<file path="config.mk">
export PLATFORM = sky130hd
export DESIGN_NAME = scs8hd_a311oi_vecgen_flat
export DESIGN_NICKNAME = d
export VERILOG_FILES = /design/src/rtl/scs8hd_a311oi_vecgen_pkg.sv /design/src/rtl/scs8hd_a311oi_vecgen_if.sv /design/src/rtl/scs8hd_a311oi_vecgen_settle_cnt.sv /design/src/rtl/scs8hd_a311oi_vecgen.sv /design/src/flat_wrapper.sv
export SDC_FILE = /design/constraint.sdc
export NUM_CORES = 1
export LEC_CHECK = 0
export BUFFER_PORTS_ARGS = -buffer_cell sky130_fd_sc_hd__buf_2
export CORE_AREA = 2 2 68 70
export CTS_CLUSTER_DIAMETER = 150
export DETAILED_ROUTE_END_ITERATION = 8
export DIE_AREA = 0 0 70 72
export GPL_ROUTABILITY_DRIVEN = 1
export GPL_TIMING_DRIVEN = 1
export SETUP_SLACK_MARGIN = 0.3
export SYNTH_ARGS = -nofsm -noshare
export SYNTH_HDL_FRONTEND = slang
export SYNTH_HIERARCHICAL = 1
export SYNTH_SLANG_ARGS = --single-unit
</file>
<file path="constraint.sdc">
create_clock -name CLK -period 2.1 [get_ports CLK]
set_clock_uncertainty 0.1 [all_clocks]
set_input_delay 0.105 -clock CLK [delete_from_list [all_inputs] [get_ports CLK]]
set_output_delay 0.105 -clock CLK [all_outputs]
set_load 0.05 [all_outputs]
</file>
<file path="src/rtl/scs8hd_a311oi_vecgen_pkg.sv">
// ============================================================================
// Module : scs8hd_vecgen_pkg
// Brief  : Shared FSM states, vector bit map and a311oi reference function.
// Rev    : 1.0  initial release
// ============================================================================
`default_nettype none

package scs8hd_vecgen_pkg;

  typedef enum logic [2:0] {
    ST_IDLE   = 3'd0,
    ST_DRIVE  = 3'd1,
    ST_SETTLE = 3'd2,
    ST_SAMPLE = 3'd3,
    ST_DONE   = 3'd4
  } state_t;

  localparam int unsigned c_A1_BIT   = 0;
  localparam int unsigned c_A2_BIT   = 1;
  localparam int unsigned c_A3_BIT   = 2;
  localparam int unsigned c_B1_BIT   = 3;
  localparam int unsigned c_C1_BIT   = 4;
  localparam int unsigned c_NUM_VEC  = 32;
  localparam logic [4:0]  c_LAST_VEC = 5'(c_NUM_VEC - 1);
  localparam logic [4:0]  c_NO_FAIL  = 5'h1f;

  function automatic logic a311oi_exp(input logic [4:0] vec);
    return ~((vec[c_A1_BIT] & vec[c_A2_BIT] & vec[c_A3_BIT])
             | vec[c_B1_BIT] | vec[c_C1_BIT]);
  endfunction

endpackage

`default_nettype wire

</file>
<file path="src/rtl/scs8hd_a311oi_vecgen_if.sv">
// ============================================================================
// Module : scs8hd_a311oi_vecgen_if
// Brief  : Cell-drive, cell-observe and result bundle of the a311oi exerciser.
// Rev    : 1.0  initial release
// ============================================================================
`default_nettype none

interface scs8hd_a311oi_vecgen_if #(
  parameter int unsigned CNT_W = 8
);
  logic             start;
  logic             Y_in;
  logic             A1;
  logic             A2;
  logic             A3;
  logic             B1;
  logic             C1;
  logic             busy;
  logic             done;
  logic             pass;
  logic [CNT_W-1:0] err_count;
  logic [4:0]       vec_idx;
  logic [4:0]       first_fail;

  modport master (
    input  start, Y_in,
    output A1, A2, A3, B1, C1, busy, done, pass, err_count, vec_idx, first_fail
  );

  modport slave (
    output start, Y_in,
    input  A1, A2, A3, B1, C1, busy, done, pass, err_count, vec_idx, first_fail
  );
endinterface

`default_nettype wire

</file>
<file path="src/rtl/scs8hd_a311oi_vecgen_settle_cnt.sv">
// ============================================================================
// Module : scs8hd_vecgen_settle_cnt
// Brief  : Loadable down-counter with zero flag; stops at zero.
// Rev    : 1.0  initial release
// ============================================================================
`default_nettype none

module scs8hd_vecgen_settle_cnt #(
  parameter int unsigned W = 8
) (
  input  wire logic         CLK,
  input  wire logic         RESETB,
  input  wire logic         i_load,
  input  wire logic         i_dec,
  input  wire logic [W-1:0] i_load_val,
  output logic      [W-1:0] o_cnt,
  output logic              o_zero
);

  logic [W-1:0] r_cnt;

  always_ff @(posedge CLK) begin
    if (!RESETB) begin
      r_cnt <= '0;
    end else if (i_load) begin
      r_cnt <= i_load_val;
    end else if (i_dec && (r_cnt != '0)) begin
      r_cnt <= r_cnt - W'(1);
    end
  end

  assign o_cnt  = r_cnt;
  assign o_zero = (r_cnt == '0);

endmodule

`default_nettype wire

</file>
<file path="src/rtl/scs8hd_a311oi_vecgen.sv">
// ============================================================================
// Module : scs8hd_a311oi_vecgen
// Brief  : Sweeps all 32 a311oi input vectors, checks Y after a settle time.
//          SCS8HD_VECGEN_FIRSTFAIL_EN builds first-failing-vector capture.
// Rev    : 1.0  initial release
// ============================================================================
`default_nettype none

module scs8hd_a311oi_vecgen
  import scs8hd_vecgen_pkg::*;
#(
  parameter int unsigned SETTLE_CYCLES = 2,
  parameter int unsigned CNT_W         = 8
) (
  input wire logic                CLK,
  input wire logic                RESETB,
  scs8hd_a311oi_vecgen_if.master  bus
);

  localparam int unsigned c_SET_W = 8;

  state_t           r_state;
  logic [4:0]       r_vec;
  logic [4:0]       r_drv;
  logic [CNT_W-1:0] r_err;
  logic             r_busy;
  logic             r_done;
  logic             r_pass;

  logic [c_SET_W-1:0] w_cnt;
  logic               w_zero;
  logic               w_accept;
  logic               w_mis;
  logic               w_settle_last;
  logic [CNT_W-1:0]   w_err_next;

  scs8hd_vecgen_settle_cnt #(.W(c_SET_W)) u_settle (
    .CLK        (CLK),
    .RESETB     (RESETB),
    .i_load     (r_state == ST_DRIVE),
    .i_dec      (r_state == ST_SETTLE),
    .i_load_val (c_SET_W'(SETTLE_CYCLES)),
    .o_cnt      (w_cnt),
    .o_zero     (w_zero)
  );

  assign w_accept      = ((r_state == ST_IDLE) || (r_state == ST_DONE)) && bus.start;
  // Four-state compare so an X/Z from the cell is flagged as a mismatch.
  assign w_mis         = (bus.Y_in !== a311oi_exp(r_vec));
  assign w_settle_last = (w_cnt == c_SET_W'(1)) || w_zero;
  assign w_err_next    = (w_mis && !(&r_err)) ? (r_err + CNT_W'(1)) : r_err;

  always_ff @(posedge CLK) begin
    if (!RESETB) begin
      r_state <= ST_IDLE;
      r_vec   <= '0;
      r_drv   <= '0;
      r_err   <= '0;
      r_busy  <= 1'b0;
      r_done  <= 1'b0;
      r_pass  <= 1'b0;
    end else begin
      case (r_state)
        ST_IDLE, ST_DONE: begin
          if (w_accept) begin
            r_err   <= '0;
            r_vec   <= '0;
            r_busy  <= 1'b1;
            r_done  <= 1'b0;
            r_pass  <= 1'b0;
            r_state <= ST_DRIVE;
          end
        end
        ST_DRIVE: begin
          r_drv   <= r_vec;
          r_state <= ST_SETTLE;
        end
        ST_SETTLE: begin
          if (w_settle_last) r_state <= ST_SAMPLE;
        end
        ST_SAMPLE: begin
          r_err <= w_err_next;
          if (r_vec == c_LAST_VEC) begin
            r_busy  <= 1'b0;
            r_done  <= 1'b1;
            r_pass  <= (w_err_next == '0);
            r_state <= ST_DONE;
          end else begin
            r_vec   <= r_vec + 5'd1;
            r_state <= ST_DRIVE;
          end
        end
        default: r_state <= ST_IDLE;
      endcase
    end
  end

`ifdef SCS8HD_VECGEN_FIRSTFAIL_EN
  logic [4:0] r_ff;

  // An empty error count marks the first mismatch of the sweep.
  always_ff @(posedge CLK) begin
    if (!RESETB || w_accept) begin
      r_ff <= c_NO_FAIL;
    end else if ((r_state == ST_SAMPLE) && w_mis && (r_err == '0)) begin
      r_ff <= r_vec;
    end
  end

  assign bus.first_fail = r_ff;
`else
  assign bus.first_fail = c_NO_FAIL;
`endif

  assign bus.A1        = r_drv[c_A1_BIT];
  assign bus.A2        = r_drv[c_A2_BIT];
  assign bus.A3        = r_drv[c_A3_BIT];
  assign bus.B1        = r_drv[c_B1_BIT];
  assign bus.C1        = r_drv[c_C1_BIT];
  assign bus.busy      = r_busy;
  assign bus.done      = r_done;
  assign bus.pass      = r_pass;
  assign bus.err_count = r_err;
  assign bus.vec_idx   = r_vec;

endmodule

`default_nettype wire
</file>
<file path="src/flat_wrapper.sv">
// flat-port wrapper written by rule: the top's interface ports become plain ports
module scs8hd_a311oi_vecgen_flat import scs8hd_vecgen_pkg::*;
#(
  parameter int unsigned SETTLE_CYCLES = 2,
  parameter int unsigned CNT_W         = 8
)
  (CLK, RESETB, bus_start, bus_Y_in, bus_A1, bus_A2, bus_A3, bus_B1, bus_C1, bus_busy, bus_done, bus_pass, bus_err_count, bus_vec_idx, bus_first_fail);
  scs8hd_a311oi_vecgen_if #(.CNT_W(CNT_W)) bus_i ();
  input wire logic CLK;
  input wire logic RESETB;
  input wire logic [$bits(bus_i.start)-1:0] bus_start;
  input wire logic [$bits(bus_i.Y_in)-1:0] bus_Y_in;
  output wire logic [$bits(bus_i.A1)-1:0] bus_A1;
  output wire logic [$bits(bus_i.A2)-1:0] bus_A2;
  output wire logic [$bits(bus_i.A3)-1:0] bus_A3;
  output wire logic [$bits(bus_i.B1)-1:0] bus_B1;
  output wire logic [$bits(bus_i.C1)-1:0] bus_C1;
  output wire logic [$bits(bus_i.busy)-1:0] bus_busy;
  output wire logic [$bits(bus_i.done)-1:0] bus_done;
  output wire logic [$bits(bus_i.pass)-1:0] bus_pass;
  output wire logic [$bits(bus_i.err_count)-1:0] bus_err_count;
  output wire logic [$bits(bus_i.vec_idx)-1:0] bus_vec_idx;
  output wire logic [$bits(bus_i.first_fail)-1:0] bus_first_fail;
  assign bus_i.start = bus_start;
  assign bus_i.Y_in = bus_Y_in;
  assign bus_A1 = bus_i.A1;
  assign bus_A2 = bus_i.A2;
  assign bus_A3 = bus_i.A3;
  assign bus_B1 = bus_i.B1;
  assign bus_C1 = bus_i.C1;
  assign bus_busy = bus_i.busy;
  assign bus_done = bus_i.done;
  assign bus_pass = bus_i.pass;
  assign bus_err_count = bus_i.err_count;
  assign bus_vec_idx = bus_i.vec_idx;
  assign bus_first_fail = bus_i.first_fail;
  scs8hd_a311oi_vecgen #(.SETTLE_CYCLES(SETTLE_CYCLES), .CNT_W(CNT_W)) u_core (.CLK(CLK), .RESETB(RESETB), .bus(bus_i));
endmodule
</file>
# After elaboration in Yosys (flattened, before gate mapping)
# Cells that the tools add are included.
# totals
register_bits	32
latchBits	0
mem_bits_rw	0
rom_bits	0
input_bits	4
output_inout_bits	26
word_cells	68
mem_count	0
# classes
add_sub_neg	3
n_mul	0
div_mod_pow	0
order_cmp	0
eq_ne	11
n_shift	0
n_mux	20
bitwise_logic	6
n_reduce_logical	19
# op_table
operator	n
$logic_not A8 Y1	2
$mux W8	2
$pmux W8 S2	1
$pmux W3 S4	1
$mux W5	2
$pmux W5 S2	1
$mux W3	3
$add A8 B1 Y8 const B	1
$eq A8 B1 Y1 const B	1
$reduce_and A8 Y1	1
$reduce_bool A8 Y1	1
$sub A8 B1 Y8 const B	1
$eq A3 B2 Y1 const B	2
$ne A2 B1 Y1 const B	3
$pmux W1 S2	3
$reduce_and A3 Y1	2
$add A5 B1 Y5 const B	1
$eq A5 B5 Y1 const B	1
$mux W1	5
$mux W2	2
$reduce_and A2 Y1	2
$reduce_bool A2 Y1	2
$reduce_or A2 Y1	2
$eq A3 B1 Y1 const B	1
other kinds (10)	16

# Depth between registers and ports, before layout
# depth
depth_word	11
mapped_depth	7
ltp_nobuf	7

# By module
# Netlist, hierarchy kept.
# by_module_without_submodules
mod	n_inst	cells_each	area_each_um2
scs8hd_a311oi_vecgen	1	150	1297.5
scs8hd_vecgen_settle_cnt	1	58	508.0

# Least setup slack after synthesis
# Ideal clock, no wire load.
# synth_timing
path_kind	register to register
startpoint	reg u_core.r_vec[0] (netlist: u_core/bus.vec_idx[0])
endpoint	reg u_core.r_pass (netlist: u_core/bus.pass)
setup_time_ps	69
arrival_time_ps	2287
required_ps	1931
path_slack_ps	-356
stages_incl_launch_ff	8
path_buffers	0
path_cell_list	dfxtp_1 ha_1 ha_1 o31a_1 nor2_1 o31a_1 or4_1 o21ai_1
# synth_between
elab_chain_cells	11
# synth_lines
element	line_no	text
from (decl)	scs8hd_a311oi_vecgen.sv:23	logic [4:0] r_vec;
from (signal assigned)	scs8hd_a311oi_vecgen.sv:89	r_vec <= r_vec + 5'd1;
$and A1 B1 Y1 (2 in a row)	scs8hd_a311oi_vecgen_pkg.sv:28	return ~((vec[c_A1_BIT] & vec[c_A2_BIT] & vec[c_A3_BIT])
$or A1 B1 Y1 (2 in a row)	scs8hd_a311oi_vecgen_pkg.sv:29	| vec[c_B1_BIT] | vec[c_C1_BIT]);
$not A1 Y1	scs8hd_a311oi_vecgen_pkg.sv:28	
$nex A1 B1 Y1	scs8hd_a311oi_vecgen.sv:49	assign w_mis = (bus.Y_in !== a311oi_exp(r_vec));
$logic_and A1 B1 Y1	scs8hd_a311oi_vecgen.sv:51	assign w_err_next = (w_mis && !(&r_err)) ? (r_err + CNT_W'(1)) : r_err;
$mux W8	scs8hd_a311oi_vecgen.sv:51	
$logic_not A8 Y1	scs8hd_a311oi_vecgen.sv:86	r_pass <= (w_err_next == '0);
$mux W1	scs8hd_a311oi_vecgen.sv:83	if (r_vec == c_LAST_VEC) begin
$pmux W1 S2	scs8hd_a311oi_vecgen.sv:63	case (r_state)
to (signal assigned)	scs8hd_a311oi_vecgen.sv:86	
to (decl)	scs8hd_a311oi_vecgen.sv:28	logic r_pass;
# Parallel ways exist; a longest one is shown, timed or not. The select of a mux whose other input is x is not followed.
# A chain may end at the register's enable or synchronous reset.

# Worst setup path after layout
# layout_timing
startpoint	reg u_core.r_vec[0] (netlist: u_core/bus.vec_idx[0])
endpoint	reg u_core.r_err[3] (netlist: u_core/bus.err_count[3])
# layout_between
elab_chain_cells	9
# layout_lines
element	line_no	text
$and A1 B1 Y1 (2 in a row)	scs8hd_a311oi_vecgen_pkg.sv:28	
$or A1 B1 Y1 (2 in a row)	scs8hd_a311oi_vecgen_pkg.sv:29	
$not A1 Y1	scs8hd_a311oi_vecgen_pkg.sv:28	
$nex A1 B1 Y1	scs8hd_a311oi_vecgen.sv:49	
$logic_and A1 B1 Y1	scs8hd_a311oi_vecgen.sv:51	
$mux W8	scs8hd_a311oi_vecgen.sv:51	
$pmux W8 S2	scs8hd_a311oi_vecgen.sv:63	
to (signal assigned)	scs8hd_a311oi_vecgen.sv:82	r_err <= w_err_next;
to (decl)	scs8hd_a311oi_vecgen.sv:25	logic [CNT_W-1:0] r_err;
# Every way passes these cells.

==> results.json <==
{
  "synthCells": 208,
  "mostFrequentLayoutCells": "buf_2, buf_4, nor2_1, dfxtp_1, conb_1",
  "cap_violations": 0,
  "synth.distinct_cells": 53,
  "die_h_um": 72,
  "areaGrowthSynthToFinish_pct": 41.4,
  "rows": 24,
  "critical_path.max_fanout": 6,
  "ir_drop_mv": 0.737,
  "cp.required_ns": 2.23,
  "place_congestion": 0.856,
  "holdWs_ns": 0.0789,
  "port-buffer-count": 24,
  "first_global_vias": 1572,
  "ant_nets": 0,
  "start_util_pct": 42.3,
  "outcome": "completed",
  "cts_tree": "done",
  "fin_ws_ns": 0.0437,
  "core_mm2": 0.00426,
  "clock_path_buffers": 2,
  "globalRouteOverflowTotal": 0,
  "setup.worst_path.start": "u_core/bus.vec_idx[0]",
  "via_count": 1773,
  "io_pins": 30,
  "yosysWarnings": 6,
  "seq_area_frac_synth_pct": 35.5,
  "critPathMaxStageDelay_ns": 0.35,
  "wl_per_cell_um": 15.1,
  "initialDrtViolationCount": 178,
  "min_period_ns": 2.06,
  "clk_pin_slew_ns": 0.07,
  "layout.cells.non_filler": 319,
  "clkLatencyLatePin_ns": 0.29,
  "setup.worst_path.end": "u_core/bus.err_count[3]",
  "firstDrtPassIters": 4,
  "antenna_found_initial": 0,
  "die-width_um": 70,
  "drc_errors": 0,
  "cts_max_level": 2,
  "max-slew-margin-rel_pct": 66.5,
  "r2r_setup_slack_ns": 0.04,
  "stdcell_area_mm2": 0.00255,
  "crit_top_cell": "ha_4",
  "final_layout_size_suffix_gt1_share_pct": 42.7,
  "r2r-start": "u_core/bus.vec_idx[0]",
  "fin_crit_sh_pct": 97.9,
  "clockRootBuffer": "clkbuf_8",
  "hold_path.class": "in2reg",
  "finalSetupTns_ns": 0,
  "critical_path.top_delay_family": "compound AO/OA/AOI/OAI gates",
  "nets": 276,
  "powerDensity_mw_per_mm2": 1020,
  "total_power_mw": 2.60,
  "setup_viol": 0,
  "wl_um": 4820,
  "cp_slowest_cell": "dfxtp_4",
  "synth_edf_count": 0,
  "endpoint_kind": "flop",
  "gr-usage-all-layers_pct": 19.2,
  "clkSinkCount": 32,
  "finalMaxSlewViolations": 0,
  "crit_arrival_ns": 2.19,
  "viasPerCell": 5.56,
  "cts_made_buffers": 5,
  "placed_area_mm2": 0.00215,
  "cp-start-kind": "flop",
  "pre_cts_ws_ns": 0.0543,
  "die_area_mm2": 0.00504,
  "path_buf_inv": 1,
  "path_class": "reg2reg",
  "final_common_cell": "buf_2",
  "synth_area_mm2": 0.00181,
  "fmax_ghz": 0.486,
  "hold_violations": 0,
  "reg2reg_to": "u_core/bus.err_count[3]",
  "grt_pass1_wl_um": 7680,
  "hold_start": "RESETB",
  "rsz0062_at_grt": "true",
  "path_depth": 8,
  "async_reset_ff_share_pct": 0,
  "grt_max_degree": 18,
  "synth_ff_type": "dfxtp_1",
  "utilization_pct": 59.9,
  "path_cells": "ha_4, ha_4, o31a_1, o22ai_2, buf_4, o21ai_0, a21boi_0, o21a_1",
  "yosys_register_bits": 32,
  "cellLeakagePower_nw": 1.02,
  "diodes": 0,
  "dp.final_hpwl_um": 3100,
  "syn_area_per_cell_um2": 8.68,
  "ff2ff_path_depth": 8,
  "worst_pin_slew_ns": 0.499,
  "place_inst": 295
}
## repair_timing
action | in CTS | in global routing
gates resized for setup | 13 | 28
setup endpoints to repair | 17 | 26
hold buffers | 1 | 0
setup buffers | 7 | 8
pin swaps | 12 | 22
endpoints found under the hold margin | 1 | 0
## sequential cells by signal (all words and copies together) (netlist names)
name and flops:
u_core/bus.err_count 8, u_core/u_settle/o_cnt 8, u_core/bus.vec_idx 5, u_core/r_drv 5
u_core/r_state 3, u_core/bus.busy 1, u_core/bus.done 1, u_core/bus.pass 1
## cell type report
type | instances | area (um2)
clock buffer | 6 | 72.6
clock inverter | 2 | 12.5
fill | 390 | 1710
inverter | 6 | 22.5
multi-input combinational | 168 | 1330
sequential | 32 | 681
tap | 52 | 65.1
timing repair buffer | 53 | 372
## logic make-up (layout without fill, tap and decap cells)
family	count (synthesis)	in the layout	synth area share, %
other	2	13	0.416
XOR/XNOR	8	8	3.88
flip-flops	32	32	35.5
buffers and inverters	19	67	5.13
AO/OA/AOI/OAI	51	51	19.8
multiplexers	8	8	4.44
adder cells (fa/ha/maj)	6	6	4.16
AND/OR/NAND/NOR	82	82	26.8
## worst register-to-register path, stage by stage (launching register included)
cell and delay, ns:
dfxtp_4 0.35, ha_4 0.16, ha_4 0.17, o31a_1 0.34, o22ai_2 0.25, buf_4 0.19, o21ai_0 0.09, a21boi_0 0.20
o21a_1 0.15
## cells in the mapped netlist, types with 2 or more instances
cell type	instances	area, um2
conb_1	2	7.51
a22oi_1	4	30.0
nand3_1	6	30.0
nor3_1	6	30.0
a21oi_1	12	60.1
a311oi_1	2	17.5
nand2_1	13	48.8
nor4b_1	3	26.3
or3b_2	2	17.5
o21ai_0	9	45.0
xnor2_1	6	52.6
and2_1	2	12.5
nand2b_1	2	12.5
nor4_1	6	37.5
or4b_2	2	20.0
nor3b_1	3	22.5
nand4_1	3	18.8
a2111oi_0	2	17.5
dfxtp_1	32	641
inv_1	5	18.8
clkbuf_1	5	18.8
o31a_1	2	17.5
buf_2	2	10.0
or4_1	3	22.5
o21a_1	2	15.0
a31oi_1	2	12.5
a211oi_1	3	22.5
or4_2	2	17.5
ha_1	6	75.1
mux2i_1	8	80.1
buf_4	5	37.5
o31ai_1	4	30.0
xor2_1	2	17.5
nor2_1	21	78.8
## metal layers
| layer | vias to the layer above | share of wire (%) | global-route usage (%) | wire [um] |
|---|---|---|---|---|
| met4 | 0 | 1.3 | 8.12 | 64 |
| met2 | 35 | 46 | 28.7 | 2210 |
| met1 | 855 | 49 | 26.5 | 2360 |
| li1 | 876 | - | - | - |
| met5 | - | 0 | 0 | 0 |
| met3 | 7 | 3.7 | 5.00 | 180 |
## report_power, final
group | switching [mW] | internal (mW) | leakage, nW | total, mW
clock | 0.240 | 0.231 | 0.0412 | 0.472
sequential | 0.117 | 0.708 | 0.269 | 0.825
combinational | 0.643 | 0.660 | 0.710 | 1.30
total | 1.00 | 1.60 | 1.02 | 2.60
## how the worst min path moves through the flow
stage / end / slack, ns / depth (start not counted)
2_1_floorplan: u_core/bus.err_count[3] / 0.12 / 1
3_3_place_gp: u_core/r_state[2] / 0.30 / 3
3_5_place_dp: u_core/r_state[2] / 0.30 / 3
4_1_cts: u_core/bus.err_count[3] / 0.07 / 2
5_1_grt: u_core/bus.err_count[3] / 0.09 / 2
6_report: u_core/bus.err_count[3] / 0.08 / 2
Note: power is estimated with default switching activity, not from simulation.
